==> src/rtl/uart_tx_cfg.sv <==
`default_nettype none
// ============================================================================
//  Module      : uart_tx_cfg
//  Description : Runtime-configurable UART transmitter. Frame format (5-8
//                data bits, none/odd/even parity, 1/2 stop bits) and bit
//                divisor are latched per frame from the cfg_* inputs.
//                Optional transmit FIFO enabled by defining UART_TX_FIFO_EN.
//  Revision    : 1.0 - initial release
// ============================================================================
module uart_tx_cfg #(
    parameter int unsigned CLK_FREQ  = 100000000,
    parameter int unsigned UART_RATE = 1000000,
    parameter int unsigned FIFO_AW   = 2
) (
    input  logic        clk,
    input  logic        rst_n,
    input  logic [7:0]  s_data,
    input  logic        s_valid,
    output logic        s_ready,
    input  logic [15:0] cfg_div,
    input  logic [1:0]  cfg_bits,
    input  logic [1:0]  cfg_parity,
    input  logic        cfg_stop2,
    output logic        uart_txd,
    output logic        busy,
    output logic [7:0]  tx_level
);

    // Divisor value an integrator ties to cfg_div for the nominal baud rate.
    localparam int unsigned DEF_DIV = CLK_FREQ / UART_RATE - 1;

    localparam logic [2:0] ST_IDLE   = 3'd0;
    localparam logic [2:0] ST_START  = 3'd1;
    localparam logic [2:0] ST_DATA   = 3'd2;
    localparam logic [2:0] ST_PARITY = 3'd3;
    localparam logic [2:0] ST_STOP   = 3'd4;

    // Reject parameter sets the FIFO pointers or divisor port cannot represent.
    generate
        if (FIFO_AW < 1 || FIFO_AW > 7 || DEF_DIV > 65535) begin : g_param_check
            $error("uart_tx_cfg: unsupported FIFO_AW or CLK_FREQ/UART_RATE");
        end
    endgenerate

    logic [2:0]  state_q,   state_d;
    logic [15:0] cnt_q,     cnt_d;      // cycles left in current bit
    logic [15:0] per_q,     per_d;      // latched bit period minus 1
    logic [2:0]  bitc_q,    bitc_d;     // data bit index / stop bit index
    logic [7:0]  shreg_q,   shreg_d;
    logic [1:0]  bits_q,    bits_d;
    logic        par_en_q,  par_en_d;
    logic        par_bit_q, par_bit_d;
    logic        stop2_q,   stop2_d;
    logic        txd_q,     txd_d;
    logic        busy_q;

    logic        w_start;               // frame start this edge
    logic [7:0]  w_start_data;
    logic [15:0] w_per_new;
    logic [7:0]  w_mask;

`ifdef UART_TX_FIFO_EN
    logic [7:0]       mem_q [2**FIFO_AW];
    logic [FIFO_AW:0] wr_q;
    logic [FIFO_AW:0] rd_q;
    logic [FIFO_AW:0] w_level;
    logic             w_full;
    logic             w_empty;
    logic             w_push;

    assign w_empty      = (wr_q == rd_q);
    assign w_full       = (wr_q[FIFO_AW] != rd_q[FIFO_AW]) &&
                          (wr_q[FIFO_AW-1:0] == rd_q[FIFO_AW-1:0]);
    assign s_ready      = !w_full;
    assign w_push       = s_valid && !w_full;
    assign w_start      = (state_q == ST_IDLE) && !w_empty;
    assign w_start_data = mem_q[rd_q[FIFO_AW-1:0]];
    assign w_level      = wr_q - rd_q;
    assign tx_level     = 8'(w_level);

    // FIFO pointers; reset flushes any queued bytes.
    always_ff @(posedge clk or negedge rst_n) begin
        if (!rst_n) begin
            wr_q <= '0;
            rd_q <= '0;
        end else begin
            if (w_push) begin
                wr_q <= wr_q + 1'b1;
            end
            if (w_start) begin
                rd_q <= rd_q + 1'b1;
            end
        end
    end

    // FIFO storage; contents are don't-care until written.
    always_ff @(posedge clk) begin
        if (w_push) begin
            mem_q[wr_q[FIFO_AW-1:0]] <= s_data;
        end
    end
`else
    assign s_ready      = (state_q == ST_IDLE);
    assign w_start      = s_valid && s_ready;
    assign w_start_data = s_data;
    assign tx_level     = 8'd0;
`endif

    // Divisor 0 behaves like 1 so the shortest bit is two cycles.
    assign w_per_new = (cfg_div == 16'd0) ? 16'd1 : cfg_div;
    // Parity only sees the bits that will actually be sent.
    assign w_mask    = 8'hFF >> (3'd3 - {1'b0, cfg_bits});

    // Frame sequencer: next state, bit timing and line value.
    always_comb begin
        state_d   = state_q;
        cnt_d     = cnt_q;
        per_d     = per_q;
        bitc_d    = bitc_q;
        shreg_d   = shreg_q;
        bits_d    = bits_q;
        par_en_d  = par_en_q;
        par_bit_d = par_bit_q;
        stop2_d   = stop2_q;
        txd_d     = txd_q;
        if (state_q == ST_IDLE) begin
            txd_d = 1'b1;
            if (w_start) begin
                state_d   = ST_START;
                cnt_d     = w_per_new;
                per_d     = w_per_new;
                bitc_d    = 3'd0;
                shreg_d   = w_start_data;
                bits_d    = cfg_bits;
                par_en_d  = (cfg_parity == 2'd1) || (cfg_parity == 2'd2);
                par_bit_d = (^(w_start_data & w_mask)) ^ (cfg_parity == 2'd1);
                stop2_d   = cfg_stop2;
                txd_d     = 1'b0;
            end
        end else if (cnt_q != 16'd0) begin
            cnt_d = cnt_q - 16'd1;
        end else begin
            // Bit boundary: every bit restarts the full period.
            cnt_d = per_q;
            case (state_q)
                ST_START: begin
                    state_d = ST_DATA;
                    bitc_d  = 3'd0;
                    txd_d   = shreg_q[0];
                end
                ST_DATA: begin
                    // Last data bit index is N-1 = bits_q + 4.
                    if (bitc_q == {1'b1, bits_q}) begin
                        bitc_d = 3'd0;
                        if (par_en_q) begin
                            state_d = ST_PARITY;
                            txd_d   = par_bit_q;
                        end else begin
                            state_d = ST_STOP;
                            txd_d   = 1'b1;
                        end
                    end else begin
                        bitc_d  = bitc_q + 3'd1;
                        shreg_d = {1'b0, shreg_q[7:1]};
                        txd_d   = shreg_q[1];
                    end
                end
                ST_PARITY: begin
                    state_d = ST_STOP;
                    bitc_d  = 3'd0;
                    txd_d   = 1'b1;
                end
                ST_STOP: begin
                    txd_d = 1'b1;
                    if (stop2_q && (bitc_q == 3'd0)) begin
                        bitc_d = 3'd1;
                    end else begin
                        state_d = ST_IDLE;
                        bitc_d  = 3'd0;
                        cnt_d   = 16'd0;
                    end
                end
                default: begin
                    state_d = ST_IDLE;
                    txd_d   = 1'b1;
                    cnt_d   = 16'd0;
                end
            endcase
        end
    end

    // Sequencer state; reset drops any frame and drives the line idle.
    always_ff @(posedge clk or negedge rst_n) begin
        if (!rst_n) begin
            state_q   <= ST_IDLE;
            cnt_q     <= '0;
            per_q     <= '0;
            bitc_q    <= '0;
            shreg_q   <= '0;
            bits_q    <= '0;
            par_en_q  <= 1'b0;
            par_bit_q <= 1'b0;
            stop2_q   <= 1'b0;
            txd_q     <= 1'b1;
            busy_q    <= 1'b0;
        end else begin
            state_q   <= state_d;
            cnt_q     <= cnt_d;
            per_q     <= per_d;
            bitc_q    <= bitc_d;
            shreg_q   <= shreg_d;
            bits_q    <= bits_d;
            par_en_q  <= par_en_d;
            par_bit_q <= par_bit_d;
            stop2_q   <= stop2_d;
            txd_q     <= txd_d;
            busy_q    <= (state_d != ST_IDLE);
        end
    end

    assign uart_txd = txd_q;
    assign busy     = busy_q;

endmodule
`default_nettype wire

==> config.mk <==
export PLATFORM = sky130hd
export DESIGN_NAME = uart_tx_cfg
export DESIGN_NICKNAME = d
export VERILOG_FILES = /design/src/rtl/uart_tx_cfg.sv
export SDC_FILE = /design/constraint.sdc
export NUM_CORES = 1
export LEC_CHECK = 0
export ABC_AREA = 1
export CORE_MARGIN = 8
export CORE_UTILIZATION = 55
export CTS_BUF_LIST = sky130_fd_sc_hd__clkbuf_16
export CTS_CLUSTER_DIAMETER = 30
export DETAILED_ROUTE_END_ITERATION = 10
export HOLD_SLACK_MARGIN = 0.03
export PLACE_DENSITY = 0.86
export SLEW_MARGIN = 20
export SYNTH_ARGS = -nofsm -noshare
export SYNTH_HDL_FRONTEND = slang
export SYNTH_SLANG_ARGS = --single-unit
==> constraint.sdc <==
create_clock -name clk -period 1.8 [get_ports clk]
set_input_delay 0.36 -clock clk [delete_from_list [all_inputs] [get_ports clk]]
set_output_delay 0.36 -clock clk [all_outputs]
set_load 0.02 [all_outputs]
==> reports/results.tsv <==
stage	metric	value	unit
timing	setup_tns	0	ns
floorplan	num ports	43	
clock_network	H-tree Lvls	2	
drt	vias per cell	5.381	
synthesis	post-synthesis mux area share	1.451	%
floorplan	die area	9062	µm²
placement	IO Port Bufs	34	
synthesis	Synthesis Warnings	0	
cells_and_area	Finished Layout Cells	632	
setup_path	r2r setup slk	0.07	ns
global_route	Overflow after GRT	0	
pwr	PwrDens	570.5	nW/µm²
synthesis	Post-synth ARST share	100.0	%
timing	Setup Skew	0.01030	ns
drt	Initial DRC Count	339	
setup_path	Setup CP Type	register to output pin	
setup_path	reg2reg end	cnt_q[4]	
drt	router iterations before antenna repair	5	
setup_path	Setup crit start	uart_txd	
drt	vias	3401	
synthesis	register area share after synthesis	38.48	%
clock_network	clock tree sinks	53	
drt	DRC viols	0	
synthesis	most used flip-flop cell after synthesis	dfrtp_1	
cells_and_area	# fillers	502	
placement	Inst Count DP	618	
global_route	largest net degree at the start of global routing	54	
timing	RSZ-0062 raised after global routing	true	
synthesis	syn_area_per_cell	6.969	µm²
timing	Final Max Tran Viols	0	
cells_and_area	Ant. Diodes	0	
setup_path	crit-path max FO	2	
synthesis	combinational family with the most area after synthesis	simple AND/OR/NAND/NOR gates	
setup_path	slowest stage delay, CP	0.60	ns
status	status	finished, final reports clean	
clock_network	Worst-path clk slew	0.07	ns
synthesis	top-count cell post-synth	nand2_1	
global_route	first-pass GRT wire length	15000	µm
setup_path	crit end category	output pin	
timing	maximum clock frequency	563.8	MHz
drt	wire per inst	14.17	µm
synthesis	Synth Area in Adders	1.451	%
synthesis	post-synthesis xor/xnor area fraction	2.031	%
synthesis	synth cell count leaders	167 x nand2_1, 62 x inv_1, 52 x dfrtp_1	
synthesis	Synth Instances	495	
clock_network	Num CTS Buffers	5	
pwr	Leak	2.093	nW
floorplan	Die H	95.20	µm
setup_path	critical path's top delay family	buffers and inverters	
setup_path	depth of the worst register-to-register path	11	
synthesis	Synth Cell Area	3450	µm²
global_route	initial antenna violation count	0	
synthesis	Synth Area in Compound Gates	7.508	%
timing	crit share post-route	98.54	%
synthesis	Simple-Gate Fraction of Synth Area	38.08	%
clock_network	Worst-Skew Late Latency	0.29	ns
synthesis	area leader, netlist	dfrtp_1	
setup_path	Setup crit start kind	register	
synthesis	Yosys reg bits	53	
placement	hpwl dp	6592	µm
clock_network	Root Buffer	clkbuf_16	
synthesis	Synth cell types	33	
floorplan	initial core utilization	55.60	%
clock_network	Max clock buf depth	2	
global_route	vias in the first global route	3312	
timing	minimum clock period	1.774	ns
setup_path	end point of the critical path	uart_txd	
setup_path	CP Data Required Time	1.44	ns
setup_path	Cell Chain, Critical Path	clkdlybuf4s50_1	
synthesis	number of flops mapped to enable cells by yosys	0	
job	number of max-cap violations	0	
floorplan	std cell rows	29	
global_route	GRT Total Usage	20.82	%
cells_and_area	P&R area growth vs syn	23.03	%
cells_and_area	layout cell share with drive strength beyond 1	15.32	%
synthesis	top cells by area, synth	dfrtp_1 38%, nand2_1 18%, inv_1 6.7%	
placement	gpl congestion	0.9580	
min_path	Hold/Removal Path Class	input pin to asynchronous set/reset pin	
timing	final worst slack	0.02629	ns
timing	setup violators final	0	
setup_path	slowest CP cell	clkdlybuf4s50_1	
drt	total wire length	8957	µm
setup_path	CP Depth	1	
setup_path	WP buf/inv	1	
setup_path	Worst EP arrival	1.41	ns
placement	Place WS	-0.07051	ns
floorplan	Die Wd	95.20	µm
setup_path	Reg-to-Reg Start	cnt_q[0]	
clock_network	CTS tree	done	
drt	antenna-violating nets left	0	
pwr	Max VDD drop	0.4160	mV
synthesis	top-area cell type share of the netlist area	37.72	%
timing	final hold vios	0	
floorplan	Core Footprint	6205	µm²
cells_and_area	fin nets	590	
[layout make-up]
class / instances / area, µm² / share of cell area, %
clock buffer: 5 / 125.1 / 2.948
timing repair inverter: 1 / 7.507 / 0.1769
inverter: 65 / 246.5 / 5.808
timing repair buffer: 62 / 576.8 / 13.59
clock inverter: 3 / 37.54 / 0.8844
multi-input combinational: 366 / 1826 / 43.01
sequential: 53 / 1329 / 31.31
tap: 77 / 96.34 / 2.270
[metal layers]
metal,vias up,share of wire [%],global-route usage (%)
met3,32,7.7,3.937
li1,1651,-,-
met5,-,0,0
met4,0,2.8,9.103
met1,1566,43,26.90
met2,152,47,33.26
[state kept, by name, summed over array words and instances, names as in the netlist]
register	cells
cnt_q	16
per_q	16
shreg_q	8
bitc_q	3
state_q	3
bits_q	2
busy	1
par_bit_q	1
par_en_q	1
stop2_q	1
uart_txd	1
[kinds of logic after synthesis]
kind of cell | Yosys count
fa+ha+maj | 4
compound gates | 44
xor+xnor | 8
other cells | 1
mux | 5
flops | 53
buf+inv | 83
simple gates | 297
[worst min-delay path by stage]
stage | end | cells past startpoint
5_1_grt | bits_q[1] | 2
4_1_cts | cnt_q[13] | 2
3_5_place_dp | busy | 2
3_3_place_gp | busy | 2
6_report | cnt_q[13] | 2
2_1_floorplan | bitc_q[0] | 0
[stage by stage]
stage / hold slack (ns) / utilization [%] / instance area [µm²] / total power, W
after floorplan: 0.06441 / - / 3476 / 0.001281
after global placement: 0.3750 / 63.84 / 3961 / 0.001381
after detailed placement: 0.3785 / 63.84 / 3961 / 0.001383
after CTS: 0.07560 / 67.01 / 4158 / 0.002428
after global routing: 0.08320 / 68.40 / 4244 / 0.002485
final: 0.05688 / 68.40 / 4244 / 0.002421
[placed cells by master (no fill, tap or decap), types with 4 or more instances in the layout]
cell type        instances
nand2_1                166
inv_1                   62
dfrtp_1                 51
nor2_1                  41
nand3_1                 40
clkdlybuf4s50_1         32
o21ai_0                 26
buf_4                   24
nand4_1                 10
nand2_2                  9
o21ai_2                  9
nor2_4                   8
conb_1                   8
nor2_2                   7
nor3_1                   6
mux2i_1                  5
clkbuf_16                5
xnor2_1                  4
xor2_1                   4
[what timing repair did]
action,CTS,global route
gates cloned,1,0
buffers inserted,1,4
setup endpoints to repair,12,35
gates resized for setup,5,16
pin swaps,1,7
hold buffers,0,0
[power by group]
part / total (W) / switching, W / leakage [nW] / internal (W)
Sequential: 0.00119 / 0 / 0.649 / 0.00119
Clock: 0.00106 / 0.000415 / 0.0826 / 0.000647
Combinational: 0.000169 / 0.0000868 / 1.36 / 0.0000823
[worst reg2reg max path: cells and delay by family (launching register included)]
family,cells,cell delay (ns)
AND/OR/NAND/NOR,7,0.72
flip-flops,1,0.37
adder cells (fa/ha/maj),1,0.20
buffers and inverters,3,0.32
(Power assumes the default switching activity.)
==> RTL change, RTL diff (same settings) <==
Add a define of `UART_TX_FIFO_EN`.
--- a/src/rtl/uart_tx_cfg.sv
+++ b/src/rtl/uart_tx_cfg.sv
@@ -7,6 +7,8 @@
 //                Optional transmit FIFO enabled by defining UART_TX_FIFO_EN.
 //  Revision    : 1.0 - initial release
 // ============================================================================
+`define UART_TX_FIFO_EN
+
 module uart_tx_cfg #(
     parameter int unsigned CLK_FREQ  = 100000000,
     parameter int unsigned UART_RATE = 1000000,
Behaviour: not the same (a bounded check fails within 4 cycles, from zero or initial values and one cycle with rst_n low).
==> RTL change against the unedited design <==
The run now ends with setup timing left; total power grew to 2.9 times the old value; worst setup slack lost 0.20 ns; wire length grew 54%; sequential cell count grew 38; cell area grew 50%; synthesized cell count grew 17%; core utilization grew 5.9 points; synthesized area grew 39%; global-route usage shrank 0.65 points.
==> RTL change: results <==
group,metric,value,unit
routing,met2_length,6942,um
final_layout,clock_area_share,4.624,%
place,dp.final_hpwl,8125,um
routing,wl_per_cell,17.36,um
logic_synthesis,yosysSeqAreaShare,50.85,%
logic_synthesis,yosysUniqueCellTypes,41,
clocking,cts.repair.resized,29,
final_layout,final_nets,726,
clocking,clkLatencyLatePin,0.35,ns
final_layout,synthToLayoutAreaGrowth,33.16,%
logic_synthesis,synth_commonest_cells,"186 x nand2_1, 68 x inv_1, 58 x dfrtp_1",
pwr,power_clock,1.86,mW
final_layout,area_dominant_class,"registers",
pwr,irDropWorstVdd,1.168,mV
logic_synthesis,syn_area,4796,um^2
place,place.gp.congestion,0.8867,
critical_path,cp_top_family,"adder cells",
critical_path,r2r_cells,9,
outcome,violations,"setup timing",
final_layout,multiInputGateArea,2227,um^2
final_layout,n_all_buffers,108,
routing,wl_met3,1150,um
logic_synthesis,synth_async_sr_flop_share,64.84,%
place,dpl_cell_area,5628,um^2
final_layout,nFlopsAndLatches,91,
place,portBuffers,37,
pwr,swShare,35.82,%
place,place_ws,-0.3352,ns
pwr,seqPwrFrac,39.4,%
critical_path,slowest_delay,0.53,ns
outcome,outcome,"complete, but fails checks",
logic_synthesis,synth.area.top_cells,"dfrtp_1 30%, edfxtp_1 20%, nand2_1 15%",
sta,timing.final.ws_setup,-0.1721,ns
routing,drtPass1Iterations,8,
routing,wl_met1,4993,um
global_routing,grt_util_met3,3.927,%
global_routing,grt_pass1_wl,19260,um
critical_path,r2r_end,"cnt_q[12]",
final_layout,nClkBuffers,9,
final_layout,multi_input_cells,399,
sta,fin_setup_tns,-1.146,ns
logic_synthesis,synth_edf_count,32,
sta,finalSetupViolCount,20,
global_routing,grt_max_degree,60,
global_routing,grt_usage,20.17,%
pwr,p_leak,2.948,nW
min_path,hp-class,"flop to flop",
critical_path,cp_data_arrival_time,1.61,ns
clocking,cts_setup_buffers,0,
logic_synthesis,syn_avg_cell_area,8.312,um^2
==> RTL change: cell types whose count changed after synthesis, moves of 8 or more <==
cell      delta
o21ai_2      -9
a21oi_1      +9
edfxtp_1    +32
nor2_1       -8
nand3_1     +10
nand2_1     +19
==> RTL change: worst max-delay path by stage <==
stage	startpoint	to	slack, ns	cells past startpoint
floorplan	rd_q[1]	cnt_q[9]	-0.01	11
global placement	wr_q[0]	tx_level[2]	-0.31	5
detailed placement	wr_q[0]	tx_level[2]	-0.34	5
CTS	rd_q[0]	tx_level[1]	-0.16	4
global route	wr_q[0]	tx_level[1]	-0.21	5
finish	rd_q[0]	tx_level[1]	-0.17	4
==> RTL change: kinds of logic after synthesis <==
group	after synthesis	share of synthesized area [%]
AND/OR/NAND/NOR	300	26.45
buffers and inverters	91	8.270
flip-flops	91	50.85
AO/OA/AOI/OAI	69	8.688
XOR/XNOR	13	2.374
adder cells (fa/ha/maj)	12	3.287
other	1	0.07819
